[config.mk]
export PLATFORM = sky130hd
export DESIGN_NAME = write_to_read_pointer_sync_status
export DESIGN_NICKNAME = d
export VERILOG_FILES = /design/src/rtl/write_to_read_pointer_sync_status.sv
export SDC_FILE = /design/constraint.sdc
export NUM_CORES = 1
export LEC_CHECK = 0
export BUFFER_PORTS_ARGS = -buffer_cell sky130_fd_sc_hd__buf_4
export CAP_MARGIN = 25
export CORE_MARGIN = 4
export CORE_UTILIZATION = 30
export DETAILED_ROUTE_END_ITERATION = 10
export PLACE_DENSITY = 0.57
export SYNTH_ARGS = -nofsm -noshare
export SYNTH_HDL_FRONTEND = slang
export SYNTH_SLANG_ARGS = --single-unit
[constraint.sdc]
create_clock -name read_clock_i -period 1.6 [get_ports read_clock_i]
set_input_delay 0.24 -clock read_clock_i [delete_from_list [all_inputs] [get_ports read_clock_i]]
set_output_delay 0.24 -clock read_clock_i [all_outputs]
set_load 0.02 [all_outputs]
[src/rtl/write_to_read_pointer_sync_status.sv]
// ---------------------------------------------------------------------------
// write_to_read_pointer_sync_status
//
// Read-domain half of the async FIFO pointer exchange. The write-side Gray
// pointer is carried across SYNC_STAGES flops, decoded to binary in a
// register, and compared with the local binary read pointer to give the
// fill level, empty and almost-empty status.
//
// Parameters
//   ADDR_SIZE          FIFO address bits; pointers are ADDR_SIZE+1 bits wide
//   SYNC_STAGES        synchroniser depth, 2..4
//   ALMOST_EMPTY_LEVEL almost_empty_o is high when fill level <= this value
//
// Ports
//   read_clock_i            in   read-domain clock, rising edge
//   read_reset_i            in   synchronous active-high reset
//   write_pointer_gray_i    in   Gray write pointer from the write domain
//   read_pointer_bin_i      in   local binary read pointer
//   write_to_read_pointer_o out  Gray pointer at the last sync stage
//   write_pointer_bin_o     out  registered binary decode of the synced pointer
//   fill_level_o            out  write_pointer_bin_o - read_pointer_bin_i
//   empty_o                 out  fill level is zero
//   almost_empty_o          out  fill level <= ALMOST_EMPTY_LEVEL
//   pointer_advance_o       out  one-cycle pulse when write_pointer_bin_o changes
//   gray_error_o            out  sticky pointer-integrity error
//
// Optional feature: define WRITE_TO_READ_GRAY_CHECK_EN to build the pointer
// integrity checker. Without it gray_error_o is tied low.
// ---------------------------------------------------------------------------
module write_to_read_pointer_sync_status #(
  parameter int ADDR_SIZE          = 3,
  parameter int SYNC_STAGES        = 2,
  parameter int ALMOST_EMPTY_LEVEL = 1
) (
  input  logic                 read_clock_i,
  input  logic                 read_reset_i,
  input  logic [ADDR_SIZE:0]   write_pointer_gray_i,
  input  logic [ADDR_SIZE:0]   read_pointer_bin_i,
  output logic [ADDR_SIZE:0]   write_to_read_pointer_o,
  output logic [ADDR_SIZE:0]   write_pointer_bin_o,
  output logic [ADDR_SIZE:0]   fill_level_o,
  output logic                 empty_o,
  output logic                 almost_empty_o,
  output logic                 pointer_advance_o,
  output logic                 gray_error_o
);

  localparam int PW = ADDR_SIZE + 1;
  localparam logic [PW-1:0] AE_LEVEL  = PW'(ALMOST_EMPTY_LEVEL);
  localparam logic [PW-1:0] FULL_FILL = PW'(2 ** ADDR_SIZE);

  logic [PW-1:0] r_sync [SYNC_STAGES];
  logic [PW-1:0] r_bin;
  logic          r_advance;
  logic [PW-1:0] w_final_gray;
  logic [PW-1:0] w_decoded;
  logic [PW-1:0] w_fill;

  function automatic logic [PW-1:0] gray_to_bin(input logic [PW-1:0] g);
    logic [PW-1:0] b;
    b[PW-1] = g[PW-1];
    for (int i = PW - 2; i >= 0; i--) begin
      b[i] = b[i+1] ^ g[i];
    end
    return b;
  endfunction

  // Synchroniser chain. Every stage is reset so a mid-stream reset discards
  // any pointer value still in flight.
  // NOTE: sequential state uses non-blocking assignments so every stage
  // samples its predecessor's pre-edge value, forming a true shift chain.
  always_ff @(posedge read_clock_i) begin
    if (read_reset_i) begin
      for (int k = 0; k < SYNC_STAGES; k++) begin
        r_sync[k] <= '0;
      end
    end else begin
      r_sync[0] <= write_pointer_gray_i;
      for (int k = 1; k < SYNC_STAGES; k++) begin
        r_sync[k] <= r_sync[k-1];
      end
    end
  end

  assign w_final_gray = r_sync[SYNC_STAGES-1];
  assign w_decoded    = gray_to_bin(w_final_gray);

  // Binary pointer and its change pulse load on the same edge; a multi-step
  // jump still yields a single pulse because only inequality is tested.
  always_ff @(posedge read_clock_i) begin
    if (read_reset_i) begin
      r_bin     <= '0;
      r_advance <= 1'b0;
    end else begin
      r_bin     <= w_decoded;
      r_advance <= (w_decoded != r_bin);
    end
  end

  // Status is combinational against the live read pointer so a read
  // increment lowers the fill level in the same cycle (errs toward empty).
  // Modulo subtraction handles wrap of either pointer.
  assign w_fill = r_bin - read_pointer_bin_i;

  assign write_to_read_pointer_o = w_final_gray;
  assign write_pointer_bin_o     = r_bin;
  assign pointer_advance_o       = r_advance;
  assign fill_level_o            = w_fill;
  assign empty_o                 = (w_fill == '0);
  assign almost_empty_o          = (w_fill <= AE_LEVEL);

`ifdef WRITE_TO_READ_GRAY_CHECK_EN
  logic [PW-1:0] r_prev_gray;
  logic          r_gray_error;
  logic [PW-1:0] w_gray_diff;
  logic          w_multi_bit;
  logic          w_overfill;

  // x & (x-1) clears the lowest set bit; anything left means >1 bit changed.
  assign w_gray_diff = w_final_gray ^ r_prev_gray;
  assign w_multi_bit = ((w_gray_diff & (w_gray_diff - PW'(1))) != '0);
  assign w_overfill  = (w_fill > FULL_FILL);

  always_ff @(posedge read_clock_i) begin
    if (read_reset_i) begin
      r_prev_gray  <= '0;
      r_gray_error <= 1'b0;
    end else begin
      r_prev_gray <= w_final_gray;
      if (w_multi_bit || w_overfill) begin
        r_gray_error <= 1'b1;
      end
    end
  end

  assign gray_error_o = r_gray_error;
`else
  assign gray_error_o = 1'b0;
`endif

endmodule

==> key figures <==
Outcome
  • Failing checks: setup timing
  • Status: finished with violations

Worst setup path
  • Worst path required time: 1360 ps
  • R2R setup slack: 200 ps
  • Worst Setup End Kind: output pin
  • Startpoint types: flop
  • Worst Setup Path Type: flop to output pin
  • Worst Setup SP: write_pointer_bin_o[0]
  • Reg2reg path depth: 4
  • Worst Path Arrival: 1800 ps
  • Worst-path fanout max: 2
  • Worst r2r dst: pointer_advance_o
  • FF-to-FF Start: r_sync[0][6]

Power
  • Total chip power: 881.6 uW
  • PD cells: 864.6 mW/mm^2
  • Maximum vdd drop: 590.2 uV
  • Leak: 0.0004661 uW

Routing
  • Final antenna-violating net count: 0
  • DR iter-0 viols: 1
  • Post-DR vias/cell: 4.218
  • Initial DRT Pass Iterations: 4
  • Via count: approximately 520
  • # DRC: 0
  • WL/cell: approximately 10 um
  • Post-Route WL: 1219 um

GRT
  • Vias in the first global route: 470
  • Initial antenna violation count: 0
  • First-pass GRT wire length: 1869 um
  • Congestion Overflow GR: 0
  • All-Layer GR Usage: 9.050%
  • Largest net degree at the start of global routing: 14

STA
  • Period utilization: 127.4%
  • Fmax: 0.4907 GHz
  • Unrepaired setup endpoints after global routing: yes
  • Hold Vio Cnt, Final: 0
  • Post-layout minimum cycle time: 2038 ps
  • Max Slew Vio Count: 0
  • # setup viols final: 5
  • Final setup margin: -438.1 ps
  • Setup Skew: 2.733 ps
  • Final hold slack: 183.8 ps

Cells and area
  • Fin nets: 112
  • Inserted Diodes: 0
  • Share of layout cells above drive strength 1: 55.67%
  • Final core area utilization: 50.94%
  • Filler instances: 201
  • Area Growth Syn to Fin: 59.18%

Place
  • I/O Buffers: 24
  • Gp weighted congestion: 0.5842
  • Post-DP HPWL: 974.6 um

Logic synthesis
  • Post-synth top area share: about two fifths
  • Yosys top cell by area: dfxtp_1
  • Post-synth top cells: dfxtp_1 (13), nor2b_1 (10), inv_1 (7)
  • Syn avg cell area: 9.706 um^2
  • Top-count cell post-synth: dfxtp_1
  • Sequential-to-total area share from yosys stat: around two fifths
  • Syn Inst Count: 66
  • Post-Syn Area: 640.6 um^2
  • Area contributors post-synth: dfxtp_1 (41%), nor2b_1 (9.8%), buf_4 (5.9%), ha_1 (5.9%), inv_1 (4.1%)
  • Syn. warnings: 0
  • Most common flop cell mapped by yosys: dfxtp_1
  • Syn_nets: 80
  • Netlist cell types: 24
  • Yosys reg bits: 13
  • Asr flop ratio synth: 0%
  • Post-synth EDFFs: 0

Clock tree
  • CTS Sinks: 13
  • CTS clk-pin slew, worst paths: 70 ps
  • Clk Latency, worst-skew pair: ~260 ps
  • Total CTS buffers: 3
  • H-tree levels: 1
  • Max Buffers Root-to-Sink: 2
  • CTS tree: built
  • Root Driver: clkbuf_4

Floorplan
  • Die Width: 54.21 um
  • FP Rows: 16
  • IO Count: 26
  • Initial Utilization: 32.00%
  • Chip height: 54.21 um
  • DIE AREA: 0.002939 mm^2
  • Core ar.: between 0.002 and 0.0025 mm^2

Min path
  • Worst Hold Class: input pin to flop
  • Hold Crit Start: write_pointer_gray_i[2]
  • Hold path depth: 2
  • Hold worst-path end: r_sync[0][2]

Run
  • Max Cap Viol: 0
==> critical path, stage by stage, from the launching register on <==
cell	delay (ps)
dfxtp_4	360
inv_4	40
ha_4	150
fa_2	370
xnor2_4	140
nand2b_4	160
a211oi_4	170
buf_6	150
==> logic make-up (layout without fill, tap and decap cells) <==
group	Yosys count	after routing	share of synthesized area [%]
AO/OA/AOI/OAI	9	9	8.788
XOR/XNOR	6	6	11.72
adder cells (fa/ha/maj)	4	4	8.985
buffers and inverters	13	44	10.55
flip-flops	13	13	40.63
other	1	1	0.5854
AND/OR/NAND/NOR	20	20	18.75
==> how the worst max path moves through the flow <==
| stage | slack, ps | cells after the start | endpoint |
|---|---|---|---|
| 2_1_floorplan | -240 | 6 | empty_o |
| 3_3_place_gp | -200 | 8 | empty_o |
| 3_5_place_dp | -260 | 8 | empty_o |
| 4_1_cts | -470 | 7 | empty_o |
| 5_1_grt | -530 | 7 | empty_o |
| 6_report | -440 | 7 | empty_o |
==> registers in the layout (all words and copies together), names as in the netlist <==
signal	count
r_sync	8
pointer_advance_o	1
write_pointer_bin_o	4
==> layer usage <==
metal | vias up | share of wire, % | track usage [%]
li1 | 263 | - | -
met5 | - | 0 | 0
met4 | 0 | 0 | 7.469
met3 | 0 | 8.9 | 1.907
met1 | 241 | 34 | 8.514
met2 | 19 | 57 | 16.53
==> timing repair <==
action,4_1_cts,5_1_grt
hold buffers,0,0
gates resized for setup,8,4
setup endpoints to repair,5,5
buffers inserted,2,1
pin swaps,5,3
==> metrics by stage <==
stage	cells	setup slack, ps	TNS [ps]	cell area, um^2
finish	124	-438.1	-1481	1020
CTS	123	-466.4	-1605	999.7
floorplan	66	-235.4	-436.3	708.2
detailed placement	117	-261.7	-575.9	925.9
global placement	117	-198.2	-464.1	925.9
global route	124	-525.6	-1898	1020
==> cell usage in the layout (no fill, tap or decap), types with 2 or more instances in the layout <==
cell type,instances
buf_4,28
dfxtp_1,11
nor2b_1,9
inv_1,5
buf_6,5
clkbuf_4,3
xor2_1,2
nor2_1,2
a21oi_1,2
ha_4,2
dfxtp_4,2
==> area by class of cell <==
| cell class | instances | area (um^2) | area share, % |
|---|---|---|---|
| clock buffers | 4 | 26.28 | 2.577 |
| inverters | 7 | 28.78 | 2.822 |
| multi-input cells | 40 | 396.6 | 38.90 |
| flip-flops and latches | 13 | 267.8 | 26.26 |
| well taps | 27 | 33.78 | 3.313 |
| repair buffers | 33 | 266.5 | 26.13 |
==> power breakdown <==
part           switching [uW]  internal (uW)  total [uW]  leakage, uW
clock                    92.6           96.3         189    0.0000150
combinational             155            181         336     0.000342
sequential               14.1            343         357     0.000109
Power figures use the tool's default switching activity.
